$ cat src/rtl/fft_pkg.sv
`default_nettype none
// ============================================================================
//  Module   : fft_pkg
//  Brief    : Shared constants, sample type and helpers for the FFT datapath.
//  Revision : 1.0
// ============================================================================
package fft_pkg;

    localparam int          DATA_W = 32;
    localparam int          FRAC_W = 16;
    localparam int          N_PTS  = 8;
    localparam logic [31:0] ONE    = 32'h0001_0000;

    typedef logic signed [31:0] sample_t;

    typedef enum logic [0:0] {
        ST_EMPTY = 1'b0,
        ST_FULL  = 1'b1
    } loader_state_t;

    function automatic int clog2(input int value);
        int result;
        int v;
        result = 0;
        v      = value - 1;
        while (v > 0) begin
            result = result + 1;
            v      = v >> 1;
        end
        return result;
    endfunction

endpackage
`default_nettype wire

$ cat src/rtl/pdm_frame_loader_if.sv
`default_nettype none
// ============================================================================
//  Module   : pdm_frame_loader_if
//  Brief    : Frame handshake bundle between the PDM loader and the FFT core.
//  Revision : 1.0
// ============================================================================
interface pdm_frame_loader_if #(
    parameter int N_PTS  = 8,
    parameter int DATA_W = 32
) ();

    logic [N_PTS*DATA_W-1:0] frame_data;
    logic                    frame_valid;
    logic                    frame_ready;
    logic                    overrun;
    logic [7:0]              frame_seq;

    modport master (
        output frame_data,
        output frame_valid,
        input  frame_ready,
        output overrun,
        output frame_seq
    );

    modport slave (
        input  frame_data,
        input  frame_valid,
        output frame_ready,
        input  overrun,
        input  frame_seq
    );

endinterface
`default_nettype wire

$ cat src/rtl/pdm_frame_loader_box_decim.sv
`default_nettype none
// ============================================================================
//  Module   : pdm_box_decim
//  Brief    : Ones-count box decimator, PDM bits to Q-format signed samples.
//  Revision : 1.0
// ============================================================================
module pdm_box_decim #(
    parameter int DECIM  = 16,
    parameter int DATA_W = fft_pkg::DATA_W,
    parameter int FRAC_W = fft_pkg::FRAC_W
) (
    input  wire logic              clk,
    input  wire logic              rst_n,
    input  wire logic              en,
    input  wire logic              sample_en,
    input  wire logic              sample_bit,
    output logic                   dec_valid,
    output logic [DATA_W-1:0]      dec_sample
);
    import fft_pkg::*;

    localparam int LOG2_DECIM = clog2(DECIM);
    localparam int CNT_W      = LOG2_DECIM + 1;
    localparam int SHIFT      = FRAC_W - LOG2_DECIM;
    localparam logic [DATA_W-1:0] C_DECIM = DATA_W'(DECIM);

    logic [CNT_W-1:0]  r_ones;
    logic [CNT_W-1:0]  r_bitcnt;
    logic              w_accept;
    logic              w_last;
    logic [CNT_W-1:0]  w_ones_total;
    logic [DATA_W-1:0] w_sum;

    assign w_accept     = en & sample_en;
    assign w_ones_total = r_ones + CNT_W'(sample_bit);
    assign w_last       = w_accept && (r_bitcnt == CNT_W'(DECIM - 1));

    // Sample goes out in the same cycle as the closing bit so the frame
    // completes without an extra pipeline stage; modulo arithmetic yields
    // the two's-complement result directly.
    assign w_sum      = {{(DATA_W-CNT_W){1'b0}}, w_ones_total};
    assign dec_sample = ((w_sum << 1) - C_DECIM) << SHIFT;
    assign dec_valid  = w_last;

    always_ff @(posedge clk or negedge rst_n) begin
        if (!rst_n) begin
            r_ones   <= '0;
            r_bitcnt <= '0;
        end else if (!en) begin
            r_ones   <= '0;
            r_bitcnt <= '0;
        end else if (w_accept) begin
            if (w_last) begin
                r_ones   <= '0;
                r_bitcnt <= '0;
            end else begin
                r_ones   <= w_ones_total;
                r_bitcnt <= r_bitcnt + CNT_W'(1);
            end
        end
    end

endmodule
`default_nettype wire

$ cat src/rtl/pdm_frame_loader.sv
`default_nettype none
// ============================================================================
//  Module   : pdm_frame_loader
//  Brief    : PDM decimator plus double-buffered frame loader feeding the FFT.
//  Revision : 1.0
// ============================================================================
module pdm_frame_loader #(
    parameter int DECIM  = 16,
    parameter int N_PTS  = fft_pkg::N_PTS,
    parameter int DATA_W = fft_pkg::DATA_W,
    parameter int FRAC_W = fft_pkg::FRAC_W
) (
    input  wire logic            clk,
    input  wire logic            rst_n,
    input  wire logic            en,
    input  wire logic            sample_en,
    input  wire logic            sample_bit,
    pdm_frame_loader_if.master   fr
);
    import fft_pkg::*;

    localparam int IDX_W = clog2(N_PTS);

    logic                    w_dec_valid;
    logic [DATA_W-1:0]       w_dec_sample;
    logic [DATA_W-1:0]       r_fill [N_PTS];
    logic [IDX_W-1:0]        r_idx;
    logic [N_PTS*DATA_W-1:0] r_out_bank;
    logic [N_PTS*DATA_W-1:0] w_frame_new;
    logic [7:0]              r_seq;
    logic                    r_overrun;
    loader_state_t           r_state;
    loader_state_t           w_state_next;
    logic                    w_complete;
    logic                    w_load;
    logic                    w_seq_inc;
    logic                    w_drop;

    pdm_box_decim #(
        .DECIM  (DECIM),
        .DATA_W (DATA_W),
        .FRAC_W (FRAC_W)
    ) u_decim (
        .clk        (clk),
        .rst_n      (rst_n),
        .en         (en),
        .sample_en  (sample_en),
        .sample_bit (sample_bit),
        .dec_valid  (w_dec_valid),
        .dec_sample (w_dec_sample)
    );

    assign w_complete = w_dec_valid && (r_idx == IDX_W'(N_PTS - 1));

    // The completing sample is still in flight, so splice it into the copy.
    generate
        for (genvar k = 0; k < N_PTS; k++) begin : g_frame
            if (k == N_PTS - 1) begin : g_last
                assign w_frame_new[k*DATA_W +: DATA_W] = w_dec_sample;
            end else begin : g_fill
                assign w_frame_new[k*DATA_W +: DATA_W] = r_fill[k];
            end
        end
    endgenerate

    always_ff @(posedge clk or negedge rst_n) begin
        if (!rst_n) begin
            r_idx <= '0;
            for (int k = 0; k < N_PTS; k++) begin
                r_fill[k] <= '0;
            end
        end else if (!en) begin
            r_idx <= '0;
        end else if (w_dec_valid) begin
            r_fill[r_idx] <= w_dec_sample;
            r_idx         <= w_complete ? '0 : r_idx + IDX_W'(1);
        end
    end

    always_comb begin
        w_state_next = r_state;
        w_load       = 1'b0;
        w_seq_inc    = 1'b0;
        w_drop       = 1'b0;
        case (r_state)
            ST_EMPTY: begin
                if (w_complete) begin
                    w_load       = 1'b1;
                    w_state_next = ST_FULL;
                end
            end
            ST_FULL: begin
                if (fr.frame_ready) begin
                    w_seq_inc = 1'b1;
                    if (w_complete) begin
                        w_load = 1'b1;
                    end else begin
                        w_state_next = ST_EMPTY;
                    end
                end else if (w_complete) begin
                    w_drop = 1'b1;
                end
            end
            default: begin
                w_state_next = ST_EMPTY;
            end
        endcase
    end

    always_ff @(posedge clk or negedge rst_n) begin
        if (!rst_n) begin
            r_state    <= ST_EMPTY;
            r_out_bank <= '0;
            r_seq      <= '0;
            r_overrun  <= 1'b0;
        end else begin
            r_state   <= w_state_next;
            r_overrun <= w_drop;
            if (w_load) begin
                r_out_bank <= w_frame_new;
            end
            if (w_seq_inc) begin
                r_seq <= r_seq + 8'd1;
            end
        end
    end

    assign fr.frame_data  = r_out_bank;
    assign fr.frame_valid = (r_state == ST_FULL);
    assign fr.overrun     = r_overrun;
    assign fr.frame_seq   = r_seq;

endmodule
`default_nettype wire

$ cat src/flat_wrapper.sv
// flat-port wrapper written by rule: the top's interface ports become plain ports
module pdm_frame_loader_flat import fft_pkg::*;
#(
    parameter int DECIM  = 16,
    parameter int N_PTS  = fft_pkg::N_PTS,
    parameter int DATA_W = fft_pkg::DATA_W,
    parameter int FRAC_W = fft_pkg::FRAC_W
)
  (clk, rst_n, en, sample_en, sample_bit, fr_frame_data, fr_frame_valid, fr_frame_ready, fr_overrun, fr_frame_seq);
  pdm_frame_loader_if #(.N_PTS(N_PTS), .DATA_W(DATA_W)) fr_i ();
  input  wire logic clk;
  input  wire logic rst_n;
  input  wire logic en;
  input  wire logic sample_en;
  input  wire logic sample_bit;
  output wire logic [$bits(fr_i.frame_data)-1:0] fr_frame_data;
  output wire logic [$bits(fr_i.frame_valid)-1:0] fr_frame_valid;
  input wire logic [$bits(fr_i.frame_ready)-1:0] fr_frame_ready;
  output wire logic [$bits(fr_i.overrun)-1:0] fr_overrun;
  output wire logic [$bits(fr_i.frame_seq)-1:0] fr_frame_seq;
  assign fr_frame_data = fr_i.frame_data;
  assign fr_frame_valid = fr_i.frame_valid;
  assign fr_i.frame_ready = fr_frame_ready;
  assign fr_overrun = fr_i.overrun;
  assign fr_frame_seq = fr_i.frame_seq;
  pdm_frame_loader #(.DECIM(DECIM), .N_PTS(N_PTS), .DATA_W(DATA_W), .FRAC_W(FRAC_W)) u_core (.clk(clk), .rst_n(rst_n), .en(en), .sample_en(sample_en), .sample_bit(sample_bit), .fr(fr_i));
endmodule
$ cat config.mk
export PLATFORM = sky130hd
export DESIGN_NAME = pdm_frame_loader_flat
export DESIGN_NICKNAME = d
export VERILOG_FILES = /design/src/rtl/fft_pkg.sv /design/src/rtl/pdm_frame_loader_if.sv /design/src/rtl/pdm_frame_loader_box_decim.sv /design/src/rtl/pdm_frame_loader.sv /design/src/flat_wrapper.sv
export SDC_FILE = /design/constraint.sdc
export NUM_CORES = 1
export LEC_CHECK = 0
export BUFFER_PORTS_ARGS = -buffer_cell sky130_fd_sc_hd__buf_4
export CORE_MARGIN = 2
export CORE_UTILIZATION = 45
export CTS_BUF_LIST = sky130_fd_sc_hd__clkbuf_4 sky130_fd_sc_hd__clkbuf_8
export DETAILED_ROUTE_END_ITERATION = 8
export GPL_ROUTABILITY_DRIVEN = 0
export PLACE_DENSITY = 0.8
export SYNTH_ARGS = -nofsm -noshare
export SYNTH_HDL_FRONTEND = slang
export SYNTH_SLANG_ARGS = --single-unit
$ cat constraint.sdc
create_clock -name clk -period 1.9 [get_ports clk]
set_clock_uncertainty 0.15 [all_clocks]
set_input_delay 0.38 -clock clk [delete_from_list [all_inputs] [get_ports clk]]
set_output_delay 0.38 -clock clk [all_outputs]
set_load 0.1 [all_outputs]
==> qor.json <==
{
  "outcome": {"value": "finished, violations left"},
  "violations": {"value": "setup timing"},
  "maximum_number_of_pins_on_one_net_before_global_route_repair": {"value": 31},
  "maximum_buffer_depth_of_the_clock_tree": {"value": 2},
  "cts.htree.levels": {"value": 4},
  "first_pass_iters": {"value": 4},
  "antenna_violations_before_repair": {"value": 0},
  "die_y": {"value": 121, "unit": "um"},
  "num_antenna_cells": {"value": 0},
  "endpoint_kind": {"value": "flip-flop"},
  "design.die.area": {"value": 0.0146, "unit": "mm2"},
  "finalCriticalPeriod": {"value": 1.95, "unit": "ns"},
  "min-delay-path-class": {"value": "in -> reg"},
  "timing.critical_path.required": {"value": 2.05, "unit": "ns"},
  "synth_largest_type_area_fraction": {"value": 46.0, "unit": "%"},
  "area_growth_syn_to_layout": {"value": 22.2, "unit": "%"},
  "root_buffer": {"value": "sky130_fd_sc_hd__clkbuf_8"},
  "clk_pin_slew_worst_paths": {"value": 0.06, "unit": "ns"},
  "setup_repair_after_global_routing_missed_its_margin": {"value": "true"},
  "finalWirelength": {"value": 12900, "unit": "um"},
  "drt_drc_violations_left": {"value": 0},
  "synthesis.area_per_instance": {"value": 11.9, "unit": "um2"},
  "powerDensity": {"value": 755, "unit": "mW/mm2"},
  "synthCells": {"value": 518},
  "timing.critical_path.max_delay_family": {"value": "buffers and inverters"},
  "min_period_over_period": {"value": 102, "unit": "%"},
  "instances_no_fill": {"value": 816},
  "worst-path-max-fanout": {"value": 12},
  "tritoncts_num_sinks": {"value": 113},
  "setup.worst_path.start_class": {"value": "flip-flop"},
  "dp.cells": {"value": 778},
  "cts_tree": {"value": "built"},
  "chipWidth": {"value": 121, "unit": "um"},
  "yosysUniqueCellTypes": {"value": 38},
  "synth_largest_area_cell": {"value": "sky130_fd_sc_hd__dfrtp_1"},
  "finalHoldViolCount": {"value": 0},
  "fin_nets": {"value": 642},
  "coreArea": {"value": 0.0133, "unit": "mm2"},
  "numPortBuffers": {"value": 167},
  "setup_violations": {"value": 61},
  "met1_usage": {"value": 18.9, "unit": "%"},
  "timing_worst_setup_path_type": {"value": "reg -> reg"},
  "grt_util_met3": {"value": 4.89, "unit": "%"},
  "yosysWarnings": {"value": 0},
  "irDropWorstVdd": {"value": 0.523, "unit": "mV"},
  "post_route_cells_drive_above_1_share": {"value": 54.2, "unit": "%"},
  "area_after_detailed_placement": {"value": 0.00681, "unit": "mm2"},
  "power.static_leakage": {"value": 0.00408, "unit": "uW"},
  "initial_utilization": {"value": 46.3, "unit": "%"},
  "routed-via-count": {"value": 3623},
  "yosysSeqAreaShare": {"value": 46.0, "unit": "%"},
  "post_synth_instance_area": {"value": 0.00615, "unit": "mm2"},
  "crit_path_end": {"value": "u_core.fr.frame_data[254]"},
  "cts_made_buffers": {"value": 17},
  "timing.max_cap.violations": {"value": 0},
  "grt_met2_usage": {"value": 29.2, "unit": "%"},
  "gr-max-usage-layer": {"value": "met2"},
  "ff2ff_path_depth": {"value": 6},
  "arrival_time_of_data_at_the_critical_path_endpoint": {"value": 2.10, "unit": "ns"},
  "core.rowCount": {"value": 42},
  "antenna_violating_nets_post_route": {"value": 0},
  "top_level_ports": {"value": 272},
  "post_drt_via_cell_ratio": {"value": 4.44},
  "r2r_end": {"value": "u_core.fr.frame_data[254]"},
  "drt_iter0_drc": {"value": 149},
  "totalPowerFinal": {"value": 5670, "unit": "uW"},
  "path_cells": {"value": "ha_4, nand4b_4, nor4b_4, buf_6, buf_12, mux2_4"},
  "synth_area_leaders": {"value": "sky130_fd_sc_hd__dfrtp_1 (46%), sky130_fd_sc_hd__buf_4 (26%), sky130_fd_sc_hd__mux2_2 (15%)"},
  "timing.critical_path.slowest_cell_delay": {"value": 0.40, "unit": "ns"},
  "globalRoute.totalOverflow": {"value": 0},
  "worst_setup_path_startpoint": {"value": "u_core.u_decim.r_bitcnt[0]"},
  "detailed_place_hpwl": {"value": 8580, "unit": "um"},
  "worst_path_max_delay_cell": {"value": "sky130_fd_sc_hd__dfrtp_1"},
  "wire_per_inst": {"value": 15.8, "unit": "um"},
  "ys_seq_elements": {"value": 113},
  "wire_length_of_the_first_global_routing_pass": {"value": 18500, "unit": "um"},
  "timing_max_transition_violations_final": {"value": 0},
  "stdcell_area": {"value": 0.00752, "unit": "mm2"},
  "crit-reg2reg-launch": {"value": "u_core.u_decim.r_bitcnt[0]"},
  "maxClockFrequency": {"value": 0.514, "unit": "GHz"},
  "grt_util_all_layers": {"value": 16.5, "unit": "%"},
  "first_global_vias": {"value": 3487},
  "finalWorstSetupSlack": {"value": -0.0469, "unit": "ns"},
  "crit_cells": {"value": 6},
  "reg2reg_setup_slack": {"value": -0.05, "unit": "ns"},
  "worst-path-buf-inv": {"value": 2},
  "clk-insertion-delay-late": {"value": 0.42, "unit": "ns"},
  "detailedPlace.worstSlack": {"value": -0.163, "unit": "ns"}
}
registers in the layout (all words and copies together), names as in the netlist:
name,count
u_core.u_decim.r_ones,5
u_core.u_decim.r_bitcnt,5
u_core.fr.frame_valid,1
u_core.r_idx,3
u_core.fr.overrun,1
u_core.fr.frame_seq,8
u_core.r_fill,42
u_core.fr.frame_data,48
metrics by stage:
stage	hold slack, ns	TNS (ns)	utilization (%)
CTS	0.107	-0.923	54.8
global route	0.137	-4.52	56.5
global placement	0.187	-3.32	51.2
finish	0.139	-1.54	56.5
detailed placement	0.195	-9.13	51.2
floorplan	-0.0656	-4.22	-
per-layer routing:
| layer | up-vias | wire [um] |
|---|---|---|
| met2 | 158 | 6960 |
| met3 | 15 | 782 |
| li1 | 1624 | - |
| met4 | 0 | 136 |
| met1 | 1826 | 5030 |
| met5 | - | 0 |
worst min path at each step:
stage | start | to | slack, ns | cells after the start
global route | fr_frame_ready | u_core.fr.frame_seq[2] | 0.14 | 3
floorplan | rst_n | u_core.fr.frame_data[109] | -0.07 | 0
finish | fr_frame_ready | u_core.fr.frame_seq[2] | 0.14 | 3
global placement | rst_n | u_core.fr.frame_data[174] | 0.19 | 1
CTS | fr_frame_ready | u_core.fr.frame_seq[2] | 0.11 | 3
detailed placement | rst_n | u_core.fr.frame_valid | 0.19 | 1
timing repair:
action                     in CTS  in global routing
setup buffers                   1                  2
hold buffers                    1                  0
resized for setup               9                 42
hold endpoints to repair       23                  0
pin swaps                       1                  0
gates cloned                    2                  2
setup endpoints to repair      90                 78
worst reg2reg max path, stage by stage (launching register included):
cell,delay [ns]
sky130_fd_sc_hd__dfrtp_1,0.40
sky130_fd_sc_hd__ha_4,0.18
sky130_fd_sc_hd__nand4b_4,0.12
sky130_fd_sc_hd__nor4b_4,0.24
sky130_fd_sc_hd__buf_6,0.22
sky130_fd_sc_hd__buf_12,0.19
sky130_fd_sc_hd__mux2_4,0.33
Yosys cell counts:
master                      number
sky130_fd_sc_hd__buf_4         210
sky130_fd_sc_hd__nor3_2          2
sky130_fd_sc_hd__nor3_1          1
sky130_fd_sc_hd__nor4_4          2
sky130_fd_sc_hd__or2_2           1
sky130_fd_sc_hd__and3_1          1
sky130_fd_sc_hd__nand4b_2        1
sky130_fd_sc_hd__and2_1          1
sky130_fd_sc_hd__nor2_1          5
sky130_fd_sc_hd__nand4_1         2
sky130_fd_sc_hd__a21o_1          1
sky130_fd_sc_hd__inv_1          11
sky130_fd_sc_hd__clkbuf_1        3
sky130_fd_sc_hd__nor4_2          2
sky130_fd_sc_hd__a22o_1          2
sky130_fd_sc_hd__nor2b_1         6
sky130_fd_sc_hd__xor2_1          6
sky130_fd_sc_hd__buf_6           2
sky130_fd_sc_hd__nor4_1          1
sky130_fd_sc_hd__nand2b_1        3
sky130_fd_sc_hd__nor4b_2         2
sky130_fd_sc_hd__mux2_2         83
sky130_fd_sc_hd__nor3b_1         1
sky130_fd_sc_hd__nand2_2         1
sky130_fd_sc_hd__mux2i_1        11
sky130_fd_sc_hd__o41ai_1         1
sky130_fd_sc_hd__o2111ai_1       1
sky130_fd_sc_hd__o211ai_1        1
sky130_fd_sc_hd__ha_1            7
sky130_fd_sc_hd__o21ai_0         3
sky130_fd_sc_hd__a41oi_1         1
sky130_fd_sc_hd__conb_1          1
sky130_fd_sc_hd__nand2_1        13
sky130_fd_sc_hd__buf_1           1
sky130_fd_sc_hd__dfrtp_1       113
sky130_fd_sc_hd__nand3_1         7
sky130_fd_sc_hd__buf_2           3
sky130_fd_sc_hd__xnor2_1         5
cell usage in the layout (no fill, tap or decap), drive strengths merged:
| master | synthesis | routed |
|---|---|---|
| nor3 | 3 | 3 |
| nor2 | 5 | 5 |
| clkbuf | 3 | 24 |
| nand4 | 2 | 2 |
| bufinv | 0 | 2 |
| and3 | 1 | 1 |
| o41ai | 1 | 1 |
| nand2b | 3 | 3 |
| a21o | 1 | 1 |
| o211ai | 1 | 1 |
| xnor2 | 5 | 5 |
| nor4b | 2 | 2 |
| clkinv | 0 | 5 |
| or2 | 1 | 1 |
| nor2b | 6 | 6 |
| mux2 | 83 | 83 |
| buf | 216 | 206 |
| inv | 11 | 11 |
| a41oi | 1 | 1 |
| a22o | 2 | 2 |
| o2111ai | 1 | 1 |
| conb | 1 | 104 |
| o21ai | 3 | 3 |
| and2 | 1 | 1 |
| ha | 7 | 7 |
| nor3b | 1 | 1 |
| dlygate4sd3 | 0 | 1 |
| xor2 | 6 | 6 |
| nand3 | 7 | 7 |
| nand2 | 14 | 14 |
| dfrtp | 113 | 113 |
| nor4 | 5 | 5 |
| mux2i | 11 | 11 |
| nand4b | 1 | 1 |
layout make-up:
class,count,area (um2)
flip-flops and latches,113,2840
well taps,176,220
fillers,1019,5780
clock inverters,7,85.1
clock buffers,23,298
repair buffers,208,1710
multi-input cells,278,2320
inverters,11,41.3
report_power, final:
| part | switching (uW) | internal [uW] |
|---|---|---|
| combinational | 995 | 55.1 |
| sequential | 12.0 | 2420 |
| clock | 904 | 1290 |
cell families (layout without fill, tap and decap cells):
kind of cell    Yosys count  after routing  synth area share, %
flops                   113            113                 46.0
xor+xnor                 11             11                 1.57
simple gates             52             52                 5.65
fa+ha+maj                 7              7                 1.42
compound gates           10             10                 1.20
mux                      94             94                 17.0
buf+inv                 230            249                 27.2
other cells               1            104               0.0610
Note: power is estimated with default switching activity, not from simulation.
